File: src/rtl/uart_apb_slave.sv
// -----------------------------------------------------------------------------
// uart_apb_slave
//
// APB3 slave front-end sitting directly in front of the UART register file.
// Runs the APB setup/access handshake, inserts WAIT_CYCLES wait states per
// transfer, decodes and checks the address, and drives the register-file
// strobes. Also produces the TX FIFO push pulse and the RX FIFO pop pulse.
//
// Optional build macro: APB_PSTRB_EN
//   defined   : strb follows the latched pstrb on writes; a write to 0x00 with
//               pstrb[0]=0 updates the register but does not push the TX FIFO.
//   undefined : pstrb is ignored and writes always use strb = 4'hF.
//   Reads always present strb = 4'h0.
//
// Parameters:
//   WAIT_CYCLES  wait states before pready (0..15)
//   ADDR_W       APB address width
//   PDATA_W      APB data width (>= 16); upper bits read as zero
//
// Ports:
//   clk, rst_n              APB clock, asynchronous active-low reset
//   psel, penable, pwrite   APB control
//   paddr, pwdata, pstrb    APB address, write data, byte strobes
//   prdata, pready, pslverr APB response
//   wr_en, rd_en, ready     register-file write/read strobes and ready
//   strb, addr, wdata       latched strobes, address, write data
//   rdata                   register-file read data
//   tx_push, rx_pop         FIFO push/pop pulses
// -----------------------------------------------------------------------------
module uart_apb_slave #(
    parameter int WAIT_CYCLES = 0,
    parameter int ADDR_W      = 12,
    parameter int PDATA_W     = 32
) (
    input  logic               clk,
    input  logic               rst_n,
    input  logic               psel,
    input  logic               penable,
    input  logic               pwrite,
    input  logic [ADDR_W-1:0]  paddr,
    input  logic [PDATA_W-1:0] pwdata,
    input  logic [3:0]         pstrb,
    output logic [PDATA_W-1:0] prdata,
    output logic               pready,
    output logic               pslverr,
    output logic               wr_en,
    output logic               rd_en,
    output logic               ready,
    output logic [3:0]         strb,
    output logic [11:0]        addr,
    output logic [15:0]        wdata,
    input  logic [15:0]        rdata,
    output logic               tx_push,
    output logic               rx_pop
);

    typedef enum logic {
        IDLE   = 1'b0,
        ACCESS = 1'b1
    } state_t;

    localparam logic [3:0]        WAIT_INIT  = 4'(WAIT_CYCLES);
    localparam logic [ADDR_W-1:0] REG_TX     = ADDR_W'('h00);
    localparam logic [ADDR_W-1:0] REG_RX     = ADDR_W'('h04);
    localparam logic [ADDR_W-1:0] REG_STATUS = ADDR_W'('h08);
    localparam logic [ADDR_W-1:0] REG_LAST   = ADDR_W'('h18);

    state_t             state;
    logic [3:0]         cnt;
    logic [ADDR_W-1:0]  addr_q;
    logic [15:0]        wdata_q;
    logic [3:0]         strb_q;
    logic               write_q;
    logic               tx_push_q;

    logic               setup;
    logic               complete;
    logic               err;
    logic               ok;
    logic [3:0]         wr_strb;

`ifdef APB_PSTRB_EN
    assign wr_strb = pstrb;
    logic unused_pwdata;
    assign unused_pwdata = ^pwdata[PDATA_W-1:16];
`else
    assign wr_strb = 4'hF;
    // pstrb and the upper data bits are intentionally ignored in this build.
    logic unused_inputs;
    assign unused_inputs = ^{pstrb, pwdata[PDATA_W-1:16]};
`endif

    assign setup    = (state == IDLE) && psel && !penable;
    assign pready   = (state == ACCESS) && (cnt == 4'd0);
    assign ready    = pready;
    assign complete = pready && psel && penable;

    // Errors are judged on the latched transfer, not the live bus.
    assign err = (addr_q[1:0] != 2'b00)
               || (addr_q > REG_LAST)
               || (write_q && ((addr_q == REG_RX) || (addr_q == REG_STATUS)));

    assign ok      = complete && !err;
    assign pslverr = complete && err;
    assign wr_en   = ok && write_q;
    assign rd_en   = ok && !write_q;
    assign rx_pop  = rd_en && (addr_q == REG_RX);
    assign prdata  = rd_en ? PDATA_W'(rdata) : '0;
    assign tx_push = tx_push_q;
    assign strb    = strb_q;
    assign wdata   = wdata_q;

    generate
        if (ADDR_W >= 12) begin : g_addr_trunc
            assign addr = addr_q[11:0];
        end else begin : g_addr_ext
            assign addr = {{(12-ADDR_W){1'b0}}, addr_q};
        end
    endgenerate

    // NOTE: sequential state uses non-blocking assignments only, so every
    // register samples the pre-edge value of every other register.
    always_ff @(posedge clk or negedge rst_n) begin
        if (!rst_n) begin
            state     <= IDLE;
            cnt       <= 4'd0;
            addr_q    <= '0;
            wdata_q   <= 16'd0;
            strb_q    <= 4'd0;
            write_q   <= 1'b0;
            tx_push_q <= 1'b0;
        end else begin
            // The push lands one cycle after the register write, so the FIFO
            // sees the already-updated transmit data.
            tx_push_q <= ok && write_q && (addr_q == REG_TX) && strb_q[0];

            case (state)
                IDLE: begin
                    if (setup) begin
                        state   <= ACCESS;
                        cnt     <= WAIT_INIT;
                        addr_q  <= paddr;
                        write_q <= pwrite;
                        wdata_q <= pwdata[15:0];
                        strb_q  <= pwrite ? wr_strb : 4'h0;
                    end
                end
                ACCESS: begin
                    if (!psel) begin
                        // Master abandoned the transfer: no strobes are issued.
                        state <= IDLE;
                    end else if (penable) begin
                        if (cnt != 4'd0) begin
                            cnt <= cnt - 4'd1;
                        end else begin
                            state <= IDLE;
                        end
                    end
                end
                default: state <= IDLE;
            endcase
        end
    end

endmodule

File: config.mk
export PLATFORM = sky130hd
export DESIGN_NAME = uart_apb_slave
export DESIGN_NICKNAME = d
export VERILOG_FILES = /design/src/rtl/uart_apb_slave.sv
export SDC_FILE = /design/constraint.sdc
export NUM_CORES = 1
export LEC_CHECK = 0
export ABC_AREA = 1
export BUFFER_PORTS_ARGS = -buffer_cell sky130_fd_sc_hd__buf_2
export CAP_MARGIN = 20
export CORE_MARGIN = 3
export CORE_UTILIZATION = 42
export DETAILED_ROUTE_END_ITERATION = 6
export PLACE_DENSITY = 0.91
export SYNTH_ARGS = -nofsm -noshare
export SYNTH_HDL_FRONTEND = slang
export SYNTH_SLANG_ARGS = --single-unit
File: constraint.sdc
create_clock -name clk -period 2.3 [get_ports clk]
set_clock_uncertainty 0.2 [all_clocks]
set_input_delay 0.46 -clock clk [delete_from_list [all_inputs] [get_ports clk]]
set_output_delay 0.46 -clock clk [all_outputs]
set_load 0.02 [all_outputs]
==> impl_metrics.py, run 1 <==
metrics = {
    "finish": {
        "utilization_pct": 64.2,
        "instances_no_fill": 384,
        "nFillCells": 394,
        "syn2layout_area_growth_pct": 41.5,
        "ff_latch_area_um2": 876,
        "drive_gt1_share_pct": 58.3,
        "num-nets-final": 388,
        "diodes": 0,
        "multi_input_area_um2": 1010,
    },
    "floorplan": {
        "dieArea_um2": 5810,
        "die_h_um": 76.2,
        "coreArea_um2": 4560,
        "pin_count": 140,
        "initial_utilization_pct": 45.3,
        "die_w_um": 76.2,
        "num_rows": 24,
    },
    "cts": {
        "clockRootBuffer": "clkbuf_8",
        "clock-sinks": 35,
        "clockBufferDepth": 2,
        "cts_tree": "yes",
        "cts_made_buffers": 5,
        "cts.clk_slew.worst_paths_ns": 0.07,
        "insertion_delay_ns": 0.28,
        "htree_levels": 2,
        "hold_buffers": 0,
    },
    "yosys": {
        "synth_cell_types": 27,
        "yosys_warnings": 0,
        "yosys.area.top_type": "dfrtp_1",
        "synth_seq_cells": 35,
        "avgSynthCellArea_um2": 10.0,
        "ys_seq_area_share_pct": 42.3,
        "synth_top_area_share_pct": 42.3,
        "synth_area_um2": 2070,
        "synth.area.top_cells": "dfrtp_1, mux2_4, nor3_2",
        "syn_inst": 206,
    },
    "power_and_ir_drop": {
        "ir_worst_vdd_mv": 0.494,
        "combPwrFrac_pct": 44.4,
        "p_clk_share_pct": 17.9,
        "switching_share_pct": 38.9,
        "intPower_uw": 1420,
        "leakage_uw": 0.00159,
        "powerDensity_nw_per_um2": 794,
        "switchingPower_uw": 906,
        "p_seq_share_pct": 37.7,
    },
    "timing": {
        "tightestPinTransition_ns": 0.758,
        "fmax_ghz": 0.410,
        "setup_ws_ns": -0.137,
        "setup_viol_count_final": 19,
        "post-route-period-util_pct": 106,
        "maxSlewViolCount": 0,
        "hold_viol": 0,
        "slew_headroom_pct": 49.5,
        "fin_crit_ns": 2.44,
        "rsz0062_at_grt": "yes",
    },
    "drt": {
        "drtIter0Drc": 46,
        "wl_per_cell_um": 12.7,
        "vias": 1705,
        "dr.pass1.iters": 4,
        "wirelength_mm": 4.88,
        "ant_nets": 0,
        "drc": 0,
        "vias_per_cell": 4.44,
    },
    "status": {
        "outcome": "finished with violations",
        "violations": "setup timing",
    },
    "critical_path": {
        "cp-end-kind": "output port",
        "cp.required_ns": 1.64,
        "crit_start": "cnt[0]",
        "crit_fanout": 5,
        "regToRegStartpoint": "state",
        "critPathLaunchType": "flip-flop",
        "worst-setup-path-type": "flip-flop to output port",
        "arrival_ns": 1.78,
    },
    "placed_design": {
        "io_buffers": 103,
        "gp_congestion": 0.790,
        "hpwl_mm": 3.51,
        "dp.cells": 365,
    },
    "grt": {
        "first_global_vias": 1702,
        "grt.overflow.total": 0,
        "grtUsageTotal_pct": 17.0,
        "grt_max_degree": 36,
        "antenna_found_initial": 0,
        "grt_pass1_wl_mm": 8.08,
    },
    "min_path": {
        "hold_path_class": "input port to asynchronous set/reset pin",
    },
    "run": {
        "maxCapViolCount": 0,
    },
}
power groups by stage:
stage                     Sequential [uW]  Clock, uW  Combinational, uW
after detailed placement              877          0                882
after CTS                             872        432                969
after global routing                  903        466               1120
after floorplan                      1010          0                519
final                                 876        417               1030
after global placement                867          0                859
Yosys cell counts:
master    count
nor2_2        3
ha_1          1
xor2_1        1
buf_2         1
nand2_1      19
nand4_2       1
dfrtp_1      35
conb_1        1
a21oi_1       8
nor3_1        1
nand2_4       1
nand2_2       1
mux2_4       17
buf_4        22
nand4_1       1
o21ai_0       2
nor3_2       18
a21oi_4       1
mux2_2        6
buf_6         4
o32ai_1       1
inv_1        30
nor2_1       21
nand3_1       6
inv_2         2
nor2_4        1
clkbuf_1      1
worst paths after layout:
kind | slack (ns) | cells past startpoint | to
setup reg to reg | 0.55 | 4 | wdata[2]
max in group asynchronous | 1.36 | 1 | wdata[8]
setup / recovery | -0.14 | 8 | prdata[5]
hold reg to reg | 0.30 | 1 | wdata[1]
min in group clk | 0.21 | 2 | addr[7]
hold / removal | 0.05 | 1 | state
per-stage QoR:
step	total power (uW)	setup slack [ns]	area, um2	hold slack (ns)	TNS [ns]
detailed placement	1760	0.0562	2560	0.287	0
global placement	1730	0.107	2560	0.285	0
global route	2490	-0.240	2930	0.118	-3.90
floorplan	1530	0.202	2130	-0.0356	0
CTS	2270	-0.177	2820	0.0792	-3.06
finish	2330	-0.137	2930	0.0474	-1.81
placed cells by master (no fill, tap or decap), types with 2 or more instances in the layout:
| master | synthesis | routed |
|---|---|---|
| buf_12 | 0 | 2 |
| conb_1 | 1 | 16 |
| nor2_1 | 21 | 19 |
| inv_2 | 2 | 6 |
| nand3_1 | 6 | 5 |
| dfrtp_1 | 35 | 35 |
| clkbuf_16 | 0 | 2 |
| nor2_4 | 1 | 5 |
| a21oi_1 | 8 | 8 |
| buf_6 | 4 | 7 |
| mux2_2 | 6 | 6 |
| mux2_4 | 17 | 17 |
| nand2_2 | 1 | 4 |
| buf_2 | 1 | 84 |
| nor3_4 | 0 | 5 |
| clkbuf_8 | 0 | 5 |
| nor3_2 | 18 | 13 |
| o21ai_0 | 2 | 2 |
| nand2_1 | 19 | 16 |
| clkbuf_1 | 1 | 2 |
| inv_1 | 30 | 26 |
| buf_4 | 22 | 23 |
worst max-delay path, cell delays in order, from the launching register on:
cell and delay [ns]:
dfrtp_1 0.37, inv_2 0.08, ha_4 0.15, nand3_4 0.08, nor2_4 0.13, nand4_4 0.18, buf_12 0.19, nor3_4 0.17
buf_6 0.14
cell type report:
| class | instances | share of cell area, % |
|---|---|---|
| clock inverter | 1 | 0.171 |
| timing repair buffer | 118 | 26.0 |
| multi-input combinational | 126 | 34.4 |
| inverter | 32 | 4.10 |
| clock buffer | 7 | 2.61 |
| tap | 65 | 2.78 |
| sequential | 35 | 29.9 |
sequential cells by signal, indices dropped and copies added, names as in the netlist:
signal,cells
wdata,16
cnt,4
strb,1
state,1
tx_push,1
addr,12
logic make-up (layout without fill, tap and decap cells):
group	count (synthesis)	count (layout)	synth area share [%]
other	1	16	0.181
adder cells (fa/ha/maj)	1	1	0.604
AO/OA/AOI/OAI	12	12	3.63
flip-flops	35	35	42.3
multiplexers	23	23	15.6
buffers and inverters	60	158	16.4
AND/OR/NAND/NOR	73	73	20.9
XOR/XNOR	1	1	0.423
routing by layer:
layer,share of wire (%),vias up,global-route usage (%)
met3,6.8,2,4.26
met5,0,-,0
met4,0.37,0,3.80
met2,53,64,30.5
met1,40,798,20.5
li1,-,841,-
what timing repair did:
item                       CTS  global route
setup buffers                4             4
pin swaps                    4             4
setup endpoints to repair   19            20
resized for setup           32            20
gates cloned                 2             1
Power figures use the tool's default switching activity.
==> inputs of run 2 (changes only) <==
clock period = 2.5 ns   (was 2.3 ns; I/O delays follow)
==> impl_metrics.py, run 2 (synthesis gave the netlist of run 1 again) <==
metrics = {
    "finish": {
        "utilization_pct": 66.3,
        "largest_reg_flops": 16,
        "num-nets-final": 393,
        "syn2layout_area_growth_pct": 46.3,
        "instances_no_fill": 389,
        "final_cell_mix": "buf_2, dfrtp_1, buf_4, inv_1, nor2_1",
        "final_common_cell": "buf_2",
        "drive_gt1_share_pct": 60.8,
        "diodes": 0,
    },
    "timing": {
        "maxSlewViolCount": 0,
        "fmax_ghz": 0.390,
        "rsz0062_at_grt": "yes",
        "setup_ws_ns": -0.0626,
        "hold_viol": 0,
        "slew_headroom_pct": 49.6,
        "post-route-period-util_pct": 103,
        "setup_viol_count_final": 3,
        "tightestPinTransition_ns": 0.756,
        "fin_crit_ns": 2.56,
    },
    "grt": {
        "grt_pass1_wl_mm": 8.11,
        "grtUsageTotal_pct": 17.1,
        "grt.overflow.total": 0,
        "antenna_found_initial": 0,
        "grt_max_degree": 38,
        "first_global_vias": 1761,
    },
    "critical_path": {
        "r2r_end": "cnt[2]",
        "cp-end-kind": "output port",
        "crit_family": "simple AND/OR/NAND/NOR gates",
        "arrival_ns": 1.86,
        "path_cells": "inv_2 -> ha_4 -> nand3_4 -> nor2_4 -> nand4_4 -> buf_12 -> buf_16 -> nor3_4 -> buf_6",
        "crit_fanout": 5,
        "slowest_stage": "dfrtp_1",
        "rrSetupSlack_ns": 0.69,
        "cp_num_buf_inv": 4,
        "critPathLaunchType": "flip-flop",
        "regToRegStartpoint": "state",
        "cp.required_ns": 1.80,
        "max_stage_delay_ns": 0.38,
        "reg2reg_depth": 7,
        "worst-setup-path-type": "flip-flop to output port",
    },
    "floorplan": {
        "die_h_um": 76.2,
        "num_rows": 24,
        "die_w_um": 76.2,
        "dieArea_um2": 5810,
        "initial_utilization_pct": 45.3,
        "coreArea_um2": 4560,
        "pin_count": 140,
    },
    "cts": {
        "htree_levels": 2,
        "cts_made_buffers": 5,
        "clock-sinks": 35,
        "hold_buffers": 0,
        "clockRootBuffer": "clkbuf_8",
        "cts.clk_slew.worst_paths_ns": 0.07,
        "clockBufferDepth": 2,
        "insertion_delay_ns": 0.28,
        "cts_tree": "yes",
    },
    "power_and_ir_drop": {
        "intPower_uw": 1370,
        "switchingPower_uw": 848,
        "p_seq_share_pct": 36.5,
        "combPwrFrac_pct": 43.7,
        "switching_share_pct": 38.2,
        "powerDensity_nw_per_um2": 733,
        "leakage_uw": 0.00164,
        "ir_worst_vdd_mv": 0.550,
        "p_clk_share_pct": 19.8,
    },
    "drt": {
        "drc": 0,
        "drtIter0Drc": 12,
        "vias": 1725,
        "vias_per_cell": 4.43,
        "ant_nets": 0,
        "wl_per_cell_um": 13.0,
        "wirelength_mm": 5.06,
        "dr.pass1.iters": 4,
    },
    "min_path": {
        "hold_path_class": "input port to asynchronous set/reset pin",
    },
    "placed_design": {
        "hpwl_mm": 3.51,
        "io_buffers": 103,
        "gp_congestion": 0.794,
        "dp.cells": 363,
    },
    "status": {
        "outcome": "finished with violations",
        "violations": "setup timing",
    },
    "run": {
        "maxCapViolCount": 0,
    },
}
## run 2: area by class of cell
type,count,area (um2)
clock buffers,8,100
fillers,378,1540
inverters,32,120
multi-input cells,126,1040
flip-flops and latches,35,876
well taps,65,81.3
repair buffers,123,807
## run 2: worst max path at each step
stage,from,end,slack [ns],depth (start not counted)
final,cnt[0],prdata[8],-0.06,9
after detailed placement,cnt[0],prdata[5],0.18,8
after floorplan,cnt[0],rd_en,0.36,7
after CTS,addr[6],prdata[5],-0.02,10
after global placement,cnt[0],rx_pop,0.23,8
after global routing,addr[7],prdata[8],-0.15,10
## run 2: per-layer routing
metal	global-route usage, %	vias to the layer above	wire, um
met3	4.49	9	319
met5	0	-	0
li1	-	846	-
met1	20.4	801	1960
met4	5.07	0	74
met2	30.3	69	2700
## run 2: metrics by stage
step / hold slack, ns / area (um2) / total power, uW / setup slack, ns / TNS (ns)
finish: 0.0853 / 3030 / 2220 / -0.0626 / -0.0807
floorplan: 0.00441 / 2130 / 1410 / 0.362 / 0
detailed placement: 0.286 / 2520 / 1610 / 0.178 / 0
global placement: 0.284 / 2520 / 1580 / 0.233 / 0
CTS: 0.114 / 2820 / 2150 / -0.0151 / -0.0367
global route: 0.162 / 3030 / 2370 / -0.149 / -1.69
## run 2: power groups by stage
stage / logic [uW] / clock network, uW / registers, uW
CTS: 889 / 456 / 800
global route: 1050 / 489 / 833
detailed placement: 806 / 0 / 806
global placement: 785 / 0 / 798
finish: 970 / 439 / 809
floorplan: 477 / 0 / 930
## run 2: what timing repair did
item,CTS,global route
setup buffers,9,9
setup endpoints to repair,19,20
cloned,1,1
pin swaps,4,8
resized for setup,32,36
